**src/rtl/mem_arb_pkg.sv**
```systemverilog
// rtl/mem_arb_pkg.sv - shared types and default constants for the memory arbiter
package mem_arb_pkg;

    localparam int MEM_ARB_ADDR_W      = 13;
    localparam int MEM_ARB_DATA_W      = 8;
    localparam int MEM_ARB_TIMEOUT_CYC = 15;

    typedef enum logic [1:0] {
        IDLE    = 2'd0,
        BUSY_IF = 2'd1,
        BUSY_DT = 2'd2
    } arb_state_e;

    typedef enum logic {
        OWN_IF = 1'b0,
        OWN_DT = 1'b1
    } arb_owner_e;

endpackage

```
**src/rtl/mem_arbiter_if.sv**
```systemverilog
// rtl/mem_arbiter_if.sv - requester and shared-memory signals of the memory arbiter
interface mem_arbiter_if
    import mem_arb_pkg::*;
#(
    parameter int ADDR_W = MEM_ARB_ADDR_W,
    parameter int DATA_W = MEM_ARB_DATA_W
) ();

    logic              if_req;
    logic [ADDR_W-1:0] if_addr;
    logic              if_gnt;
    logic              if_done;
    logic [DATA_W-1:0] if_rdata;

    logic              dt_req;
    logic              dt_we;
    logic [ADDR_W-1:0] dt_addr;
    logic [DATA_W-1:0] dt_wdata;
    logic              dt_gnt;
    logic              dt_done;
    logic [DATA_W-1:0] dt_rdata;

    logic [ADDR_W-1:0] mem_addr;
    logic [DATA_W-1:0] mem_wdata;
    logic              MEM_read;
    logic              MEM_write;
    logic [DATA_W-1:0] mem_rdata;
    logic              mem_ready;

    logic              err;

    modport slave (
        input  if_req, if_addr, dt_req, dt_we, dt_addr, dt_wdata, mem_rdata, mem_ready,
        output if_gnt, if_done, if_rdata, dt_gnt, dt_done, dt_rdata,
        output mem_addr, mem_wdata, MEM_read, MEM_write, err
    );

    modport master (
        output if_req, if_addr, dt_req, dt_we, dt_addr, dt_wdata, mem_rdata, mem_ready,
        input  if_gnt, if_done, if_rdata, dt_gnt, dt_done, dt_rdata,
        input  mem_addr, mem_wdata, MEM_read, MEM_write, err
    );

endinterface

```
**src/rtl/arb_timeout_counter.sv**
```systemverilog
// rtl/arb_timeout_counter.sv - 8-bit busy-cycle counter flagging the final cycle before abort
module arb_timeout_counter
    import mem_arb_pkg::*;
#(
    parameter int LIMIT = MEM_ARB_TIMEOUT_CYC
) (
    input  logic clk,
    input  logic rst,
    input  logic clear,
    input  logic enable,
    output logic expire
);

    logic [7:0] cnt_q, cnt_d;

    always_comb begin
        cnt_d = cnt_q;
        if (clear) begin
            cnt_d = '0;
        end else if (enable) begin
            cnt_d = cnt_q + 8'd1;
        end
    end

    always_ff @(posedge clk or posedge rst) begin
        if (rst) begin
            cnt_q <= '0;
        end else begin
            cnt_q <= cnt_d;
        end
    end

    // Fires in the LIMIT-th stalled cycle so a ready in that same cycle still wins.
    assign expire = enable && (cnt_q == 8'(LIMIT - 1));

endmodule

```
**src/rtl/mem_arbiter.sv**
```systemverilog
// rtl/mem_arbiter.sv - fetch/data arbiter for one shared memory port with busy timeout
// MEM_ARB_RR_EN selects round-robin on contention; otherwise data always beats fetch.
module mem_arbiter
    import mem_arb_pkg::*;
#(
    parameter int ADDR_W      = MEM_ARB_ADDR_W,
    parameter int DATA_W      = MEM_ARB_DATA_W,
    parameter int TIMEOUT_CYC = MEM_ARB_TIMEOUT_CYC
) (
    input  logic          clk,
    input  logic          rst,
    mem_arbiter_if.slave  bus
);

    arb_state_e        state_q, state_d;
    logic [ADDR_W-1:0] addr_q, addr_d;
    logic              we_q, we_d;
    logic [DATA_W-1:0] wdata_q, wdata_d;
    logic [DATA_W-1:0] if_rdata_q, if_rdata_d;
    logic [DATA_W-1:0] dt_rdata_q, dt_rdata_d;
    logic              if_done_q, if_done_d;
    logic              dt_done_q, dt_done_d;
    logic              err_q, err_d;
    logic              grant_if, grant_dt;
    logic              cnt_en, expire;

`ifdef MEM_ARB_RR_EN
    arb_owner_e        last_q, last_d;
`endif

    // Grants are combinational so the requester sees them in its request cycle.
    always_comb begin
        grant_if = 1'b0;
        grant_dt = 1'b0;
        if (state_q == IDLE && !rst) begin
`ifdef MEM_ARB_RR_EN
            if (bus.if_req && bus.dt_req) begin
                grant_if = (last_q == OWN_DT);
                grant_dt = (last_q == OWN_IF);
            end else begin
                grant_if = bus.if_req;
                grant_dt = bus.dt_req;
            end
`else
            grant_dt = bus.dt_req;
            grant_if = bus.if_req && !bus.dt_req;
`endif
        end
    end

    assign cnt_en = (state_q != IDLE) && !bus.mem_ready;

    arb_timeout_counter #(.LIMIT(TIMEOUT_CYC)) u_timeout (
        .clk    (clk),
        .rst    (rst),
        .clear  (grant_if || grant_dt),
        .enable (cnt_en),
        .expire (expire)
    );

    always_comb begin
        state_d    = state_q;
        addr_d     = addr_q;
        we_d       = we_q;
        wdata_d    = wdata_q;
        if_rdata_d = if_rdata_q;
        dt_rdata_d = dt_rdata_q;
        if_done_d  = 1'b0;
        dt_done_d  = 1'b0;
        err_d      = 1'b0;
        case (state_q)
            IDLE: begin
                if (grant_dt) begin
                    state_d = BUSY_DT;
                    addr_d  = bus.dt_addr;
                    we_d    = bus.dt_we;
                    wdata_d = bus.dt_wdata;
                end else if (grant_if) begin
                    state_d = BUSY_IF;
                    addr_d  = bus.if_addr;
                    we_d    = 1'b0;
                    wdata_d = '0;
                end
            end
            BUSY_IF: begin
                if (bus.mem_ready) begin
                    state_d    = IDLE;
                    if_done_d  = 1'b1;
                    if_rdata_d = bus.mem_rdata;
                end else if (expire) begin
                    state_d   = IDLE;
                    if_done_d = 1'b1;
                    err_d     = 1'b1;
                end
            end
            BUSY_DT: begin
                if (bus.mem_ready) begin
                    state_d   = IDLE;
                    dt_done_d = 1'b1;
                    if (!we_q) begin
                        dt_rdata_d = bus.mem_rdata;
                    end
                end else if (expire) begin
                    state_d   = IDLE;
                    dt_done_d = 1'b1;
                    err_d     = 1'b1;
                end
            end
            default: state_d = IDLE;
        endcase
    end

`ifdef MEM_ARB_RR_EN
    always_comb begin
        last_d = last_q;
        if (grant_dt) begin
            last_d = OWN_DT;
        end else if (grant_if) begin
            last_d = OWN_IF;
        end
    end

    always_ff @(posedge clk or posedge rst) begin
        if (rst) begin
            last_q <= OWN_DT;
        end else begin
            last_q <= last_d;
        end
    end
`endif

    always_ff @(posedge clk or posedge rst) begin
        if (rst) begin
            state_q    <= IDLE;
            addr_q     <= '0;
            we_q       <= 1'b0;
            wdata_q    <= '0;
            if_rdata_q <= '0;
            dt_rdata_q <= '0;
            if_done_q  <= 1'b0;
            dt_done_q  <= 1'b0;
            err_q      <= 1'b0;
        end else begin
            state_q    <= state_d;
            addr_q     <= addr_d;
            we_q       <= we_d;
            wdata_q    <= wdata_d;
            if_rdata_q <= if_rdata_d;
            dt_rdata_q <= dt_rdata_d;
            if_done_q  <= if_done_d;
            dt_done_q  <= dt_done_d;
            err_q      <= err_d;
        end
    end

    assign bus.if_gnt    = grant_if;
    assign bus.dt_gnt    = grant_dt;
    assign bus.if_done   = if_done_q;
    assign bus.dt_done   = dt_done_q;
    assign bus.if_rdata  = if_rdata_q;
    assign bus.dt_rdata  = dt_rdata_q;
    assign bus.err       = err_q;
    assign bus.MEM_read  = (state_q == BUSY_IF) || (state_q == BUSY_DT && !we_q);
    assign bus.MEM_write = (state_q == BUSY_DT) && we_q;
    assign bus.mem_addr  = (state_q != IDLE) ? addr_q : '0;
    assign bus.mem_wdata = (state_q == BUSY_DT) ? wdata_q : '0;

endmodule

```
**src/flat_wrapper.sv**
```systemverilog
// flat-port wrapper written by rule: the top's interface ports become plain ports
module mem_arbiter_flat import mem_arb_pkg::*;
#(
    parameter int ADDR_W      = MEM_ARB_ADDR_W,
    parameter int DATA_W      = MEM_ARB_DATA_W,
    parameter int TIMEOUT_CYC = MEM_ARB_TIMEOUT_CYC
)
  (clk, rst, bus_if_req, bus_if_addr, bus_dt_req, bus_dt_we, bus_dt_addr, bus_dt_wdata, bus_mem_rdata, bus_mem_ready, bus_if_gnt, bus_if_done, bus_if_rdata, bus_dt_gnt, bus_dt_done, bus_dt_rdata, bus_mem_addr, bus_mem_wdata, bus_MEM_read, bus_MEM_write, bus_err);
  mem_arbiter_if #(.ADDR_W(ADDR_W), .DATA_W(DATA_W)) bus_i ();
  input  logic clk;
  input  logic rst;
  input wire logic [$bits(bus_i.if_req)-1:0] bus_if_req;
  input wire logic [$bits(bus_i.if_addr)-1:0] bus_if_addr;
  input wire logic [$bits(bus_i.dt_req)-1:0] bus_dt_req;
  input wire logic [$bits(bus_i.dt_we)-1:0] bus_dt_we;
  input wire logic [$bits(bus_i.dt_addr)-1:0] bus_dt_addr;
  input wire logic [$bits(bus_i.dt_wdata)-1:0] bus_dt_wdata;
  input wire logic [$bits(bus_i.mem_rdata)-1:0] bus_mem_rdata;
  input wire logic [$bits(bus_i.mem_ready)-1:0] bus_mem_ready;
  output wire logic [$bits(bus_i.if_gnt)-1:0] bus_if_gnt;
  output wire logic [$bits(bus_i.if_done)-1:0] bus_if_done;
  output wire logic [$bits(bus_i.if_rdata)-1:0] bus_if_rdata;
  output wire logic [$bits(bus_i.dt_gnt)-1:0] bus_dt_gnt;
  output wire logic [$bits(bus_i.dt_done)-1:0] bus_dt_done;
  output wire logic [$bits(bus_i.dt_rdata)-1:0] bus_dt_rdata;
  output wire logic [$bits(bus_i.mem_addr)-1:0] bus_mem_addr;
  output wire logic [$bits(bus_i.mem_wdata)-1:0] bus_mem_wdata;
  output wire logic [$bits(bus_i.MEM_read)-1:0] bus_MEM_read;
  output wire logic [$bits(bus_i.MEM_write)-1:0] bus_MEM_write;
  output wire logic [$bits(bus_i.err)-1:0] bus_err;
  assign bus_i.if_req = bus_if_req;
  assign bus_i.if_addr = bus_if_addr;
  assign bus_i.dt_req = bus_dt_req;
  assign bus_i.dt_we = bus_dt_we;
  assign bus_i.dt_addr = bus_dt_addr;
  assign bus_i.dt_wdata = bus_dt_wdata;
  assign bus_i.mem_rdata = bus_mem_rdata;
  assign bus_i.mem_ready = bus_mem_ready;
  assign bus_if_gnt = bus_i.if_gnt;
  assign bus_if_done = bus_i.if_done;
  assign bus_if_rdata = bus_i.if_rdata;
  assign bus_dt_gnt = bus_i.dt_gnt;
  assign bus_dt_done = bus_i.dt_done;
  assign bus_dt_rdata = bus_i.dt_rdata;
  assign bus_mem_addr = bus_i.mem_addr;
  assign bus_mem_wdata = bus_i.mem_wdata;
  assign bus_MEM_read = bus_i.MEM_read;
  assign bus_MEM_write = bus_i.MEM_write;
  assign bus_err = bus_i.err;
  mem_arbiter #(.ADDR_W(ADDR_W), .DATA_W(DATA_W), .TIMEOUT_CYC(TIMEOUT_CYC)) u_core (.clk(clk), .rst(rst), .bus(bus_i));
endmodule
```
**config.mk**
```make
export PLATFORM = sky130hd
export DESIGN_NAME = mem_arbiter_flat
export DESIGN_NICKNAME = d
export VERILOG_FILES = /design/src/rtl/mem_arb_pkg.sv /design/src/rtl/mem_arbiter_if.sv /design/src/rtl/arb_timeout_counter.sv /design/src/rtl/mem_arbiter.sv /design/src/flat_wrapper.sv
export SDC_FILE = /design/constraint.sdc
export NUM_CORES = 1
export LEC_CHECK = 0
export ABC_AREA = 1
export CORE_MARGIN = 10
export CORE_UTILIZATION = 47
export DETAILED_ROUTE_END_ITERATION = 8
export PLACE_DENSITY = 0.95
export SKIP_LAST_GASP = 1
export SLEW_MARGIN = 20
export SYNTH_ARGS = -nofsm -noshare
export SYNTH_HDL_FRONTEND = slang
export SYNTH_SLANG_ARGS = --single-unit
```
**constraint.sdc**
```tcl
create_clock -name clk -period 2.9 [get_ports clk]
set_input_delay 0.29 -clock clk [delete_from_list [all_inputs] [get_ports clk]]
set_output_delay 0.29 -clock clk [all_outputs]
set_load 0.05 [all_outputs]
```
# --- Word-level counts from Yosys, hierarchy flattened ---
# Cells that the tools add are included.
word_totals:
  output_inout_bits: 44
  reg_bits: 51
  elab_cells: 61
  inputBits: 48
op_classes:
  n_reduce_logical: 21
  n_eq_ne: 5
  bitwise_logic: 1
  mux: 23
  addsub: 1
ops:
  columns: ["cell", "n"]
  rows:
  - ["$mux 8", 5]
  - ["$mux 13", 3]
  - ["$mux 1", 10]
  - ["$add 8x1->8 const B", 1]
  - ["$eq 8x4->1 const B", 1]
  - ["$mux 2", 4]
  - ["$logic_and 1x1->1", 6]
  - ["$ne 3x1->1 const B", 2]
  - ["$reduce_and 2->1", 3]
  - ["$reduce_bool 2->1", 3]
  - ["$logic_not 1->1", 4]
  - ["$pmux 2 s2", 1]
  - ["$reduce_and 3->1", 1]
  - ["$eq 2x1->1 const B", 1]
  - ["$eq 2x2->1 const B", 1]
  - ["$logic_not 2->1", 1]
  - ["$logic_or 1x1->1", 2]
  - ["$reduce_or 2->1", 1]
  - ["$not 1->1", 1]

# --- Depth between registers and ports, before layout ---
logic_depth:
  ltp_word: 6
  mapped_depth: 11
  ltp_nobuf: 10

# --- Cells and area by module ---
# A second synthesis with hierarchy kept.
hier_totals:
  hier_cells: 345
  hier_area_um2: 2572.5
by_module_without_submodules:
  columns: ["module", "seq_area_each_um2", "cells_per_inst", "n_inst", "area_per_inst_um2"]
  rows:
  - ["mem_arbiter", 1076.0, 282, 1, 2085.8]
  - ["arb_timeout_counter", 200.2, 63, 1, 486.7]

# --- Worst setup path after synthesis ---
# Ideal clock, no wire load.
synth_timing:
  path_kind: "register to output"
  startpoint: "register u_core.state_q[0]"
  endpoint: "output port bus_MEM_read"
  path_stages_with_launch: 6
  slack_ps: 570
  n_path_buf: 1
  arrival_ps: 2040
  required_time_ps: 2610
  cell_sequence: "dfrtp_1 inv_1 ha_1 clkbuf_1 inv_1 o21ai_0"
synth_between:
  elab_chain_len: 3
  word_cells_on_any_way: 4
  classes_between: "eq/ne (2); reduce/logical (2)"
synth_lines:
  columns: ["item", "line", "text"]
  rows:
  - ["from (decl)", "mem_arbiter.sv:15", "arb_state_e state_q, state_d;"]
  - ["from (signal assigned)", "mem_arbiter.sv:144", "state_q <= state_d;"]
  - ["$eq 2x2->1", "mem_arbiter.sv:163", "assign bus.MEM_read = (state_q == BUSY_IF) || (state_q == BUSY_DT && !we_q);"]
  - ["$logic_and 1x1->1", "mem_arbiter.sv:163", null]
  - ["$logic_or 1x1->1 *", "mem_arbiter.sv:163", null]
  - ["to (decl)", "flat_wrapper.sv:28", "output wire logic [$bits(bus_i.MEM_read)-1:0] bus_MEM_read;"]
# Every way passes the cells marked *; elsewhere a longest branch is shown, timed or not.

# --- Worst setup path in the final report ---
# Ends and elaborated chain as after synthesis.

==> flow_metrics.env <==
export IMPL_outcome="finished clean"
export IMPL_viasPerCell=5.01
export IMPL_fp_dieH_um=92.1
export IMPL_ys_seq_area_frac=0.523
export IMPL_grt_pass1_vias=2424
export IMPL_track_usage=0.166
export IMPL_multi_input_area_um2=901
export IMPL_floorplan_initialDensity=0.481
export IMPL_area_growth_pct=43.0
export IMPL_fin_ws_ps=290
export IMPL_cts_sinks=51
export IMPL_finClkSkew_ps=5.27
export IMPL_drt_first_iter_violations=118
export IMPL_finalSetupTns_ps=0
export IMPL_nets=439
export IMPL_syn_num_nets=349
export IMPL_antenna_found_initial=0
export IMPL_slew_headroom=0.597
export IMPL_cts_buffers=5
export IMPL_cts_tree="done"
export IMPL_core_rowCount=26
export IMPL_fmax_ghz=0.383
export IMPL_cp_required_ps=2610
export IMPL_critPathMaxFanout=11
export IMPL_core_um2=5070
export IMPL_timing_worst_setup_path_type="reg2out"
export IMPL_htree_levels=2
export IMPL_period_share=0.900
export IMPL_cts_hold_buf=0
export IMPL_synth_warnings=0
export IMPL_cts_root_buf="clkbuf_8"
export IMPL_cts_resized=0
export IMPL_drt_wl_total_um=7070
export IMPL_place_hpwl_um=5530
export IMPL_hold_viol_final=0
export IMPL_max_stage_delay_ps=840
export IMPL_period_needed_ps=2610
export IMPL_cap_violations=0
export IMPL_ir_worst_vdd_uv=646
export IMPL_routedWlPerCell_um=15.5
export IMPL_slew_violations=0
export IMPL_clkSlewWorstSetupHoldPaths_ps=90
export IMPL_gr_total_overflow=0
export IMPL_worstReg2RegStart="u_core.state_q[0]"
export IMPL_fillers=392
export IMPL_worstPathArrival_ps=2320
export IMPL_crit_chain="inv_1 > ha_1 > inv_1 > o21ai_0 > clkdlybuf4s50_1"
export IMPL_io_buffers=91
export IMPL_power_density_nw_per_um2=1100
export IMPL_syn_area_um2=2440
export IMPL_ioPinCount=92
export IMPL_dieArea_um2=8480
export IMPL_critPathSlowestCell="clkdlybuf4s50_1"
export IMPL_clock_path_buffers=2
export IMPL_crit_start="u_core.state_q[0]"
export IMPL_antenna_diode_count=0
export IMPL_synthCells=296
export IMPL_dpl_cell_count=449
export IMPL_final_cells=457
export IMPL_synth_area_per_cell_um2=8.25
export IMPL_drt_pass1_iterations=4
export IMPL_cp_end_kind="primary output"
export IMPL_synth_seq_cells=51
export IMPL_regArea_um2=1280
export IMPL_layout_drive_gt1_share=0.0517
export IMPL_drc=0
export IMPL_place_gp_congestion=0.821
export IMPL_rsz0062_at_grt="no"
export IMPL_post_cts_buffers=0
export IMPL_holdWs_ps=266
export IMPL_insertion_delay_ps=300
export IMPL_setup_viol=0
export IMPL_die_w_um=92.1
export IMPL_grt_pass1_wl_um=11600
export IMPL_hold_class="in2async"
export IMPL_preCtsSetupSlack_ps=628
export IMPL_grt_max_degree=26
export IMPL_cp_start_kind="flop"
export IMPL_ant_nets=0
export IMPL_synth_cell_types=24
export IMPL_dr_total_vias=2289
export IMPL_crit_path_frequent_cell="inv_1"
export IMPL_leakagePower_nw=1.71
export IMPL_tightest_slew_ps=603
[path summary, 6_finish.rpt]
| kind | endpoint | slack, ps | depth (start not counted) |
|---|---|---|---|
| setup / recovery | bus_MEM_read | 290 | 5 |
| hold / removal | u_core.u_timeout.cnt_q[6] | 270 | 2 |
| setup reg to reg | u_core.state_q[0] | 850 | 10 |
| hold reg to reg | u_core.bus.if_rdata[6] | 490 | 2 |
| max in group asynchronous | u_core.bus.dt_rdata[3] | 2030 | 3 |
| min in group clk | u_core.bus.if_rdata[6] | 490 | 2 |
[worst max-delay path, delay by kind of cell (launching register included)]
kind	cells	cell delay (ps)
buffers and inverters	3	1030
DFF	1	410
adders and majority gates	1	400
AOI/OAI and AO/OA	1	190
[flip-flops by register name, summed over array words and instances (netlist names)]
| signal | flops |
|---|---|
| u_core.bus.err | 1 |
| u_core.wdata_q | 8 |
| u_core.bus.dt_rdata | 8 |
| u_core.bus.dt_done | 1 |
| u_core.state_q | 2 |
| u_core.bus.if_rdata | 8 |
| u_core.we_q | 1 |
| u_core.addr_q | 13 |
| u_core.u_timeout.cnt_q | 8 |
| u_core.bus.if_done | 1 |
[cell usage in the layout (no fill, tap or decap), drive strengths merged]
| cell | n |
|---|---|
| clkdlybuf4s50 | 89 |
| nor2 | 42 |
| o21ai | 23 |
| nand2 | 62 |
| nor3 | 1 |
| xor2 | 1 |
| clkbuf | 7 |
| nor4 | 1 |
| a22o | 8 |
| nand4 | 2 |
| a21oi | 31 |
| buf | 5 |
| inv | 50 |
| ha | 5 |
| clkinv | 1 |
| nand3 | 8 |
| dfrtp | 51 |
[synth_stat cells, drive strengths merged]
cell    number  area share
inv         50       0.078
buf          7       0.024
a21oi       31       0.064
clkbuf       4      0.0061
a22o         8       0.029
nand3        8       0.024
nand2       62       0.099
nor3         1      0.0020
nand4        2      0.0051
dfrtp       51        0.52
nor4         1      0.0026
o21ai       23       0.047
nor2        42       0.068
ha           5       0.026
xor2         1      0.0036
[logic make-up (layout without fill, tap and decap cells)]
kind of cell             count (synthesis)  in the layout  share of synthesized area
XOR/XNOR                                 1              1                    0.00359
AND/OR/NAND/NOR                        116            116                      0.200
buffers and inverters                   61            152                      0.108
AO/OA/AOI/OAI                           62             62                      0.139
adder cells (fa/ha/maj)                  5              5                     0.0256
flip-flops                              51             51                      0.523
[metrics by stage]
| stage | util | power (mW) | cell area [µm²] |
|---|---|---|---|
| floorplan | - | 2.70 | 2440 |
| global placement | 0.672 | 3.38 | 3410 |
| detailed placement | 0.672 | 3.46 | 3410 |
| CTS | 0.688 | 3.85 | 3490 |
| global route | 0.688 | 4.06 | 3490 |
| finish | 0.688 | 3.83 | 3490 |
[where the power goes]
| group | total (mW) | switching, mW | internal, mW | leakage [nW] |
|---|---|---|---|---|
| registers | 1.15 | 0.165 | 0.984 | 0.640 |
| logic | 2.29 | 1.55 | 0.741 | 1.02 |
| clock network | 0.396 | 0.226 | 0.170 | 0.0422 |
[final cells by class]
cell class              count  share of cell area
multi-input cells         184               0.258
well taps                  70              0.0251
inverters                  50              0.0545
clock inverters             1             0.00143
clock buffers               7              0.0219
repair buffers             94               0.273
flip-flops and latches     51               0.366
[metal layers]
layer  global-route usage  vias to the layer above  wire length, µm
met1                0.175                     1071             2690
met4               0.0797                        0              242
met5                    0                        -                0
met2                0.288                       95             3580
li1                     -                     1103                -
met3               0.0579                       20              560
(Power assumes the default switching activity.)
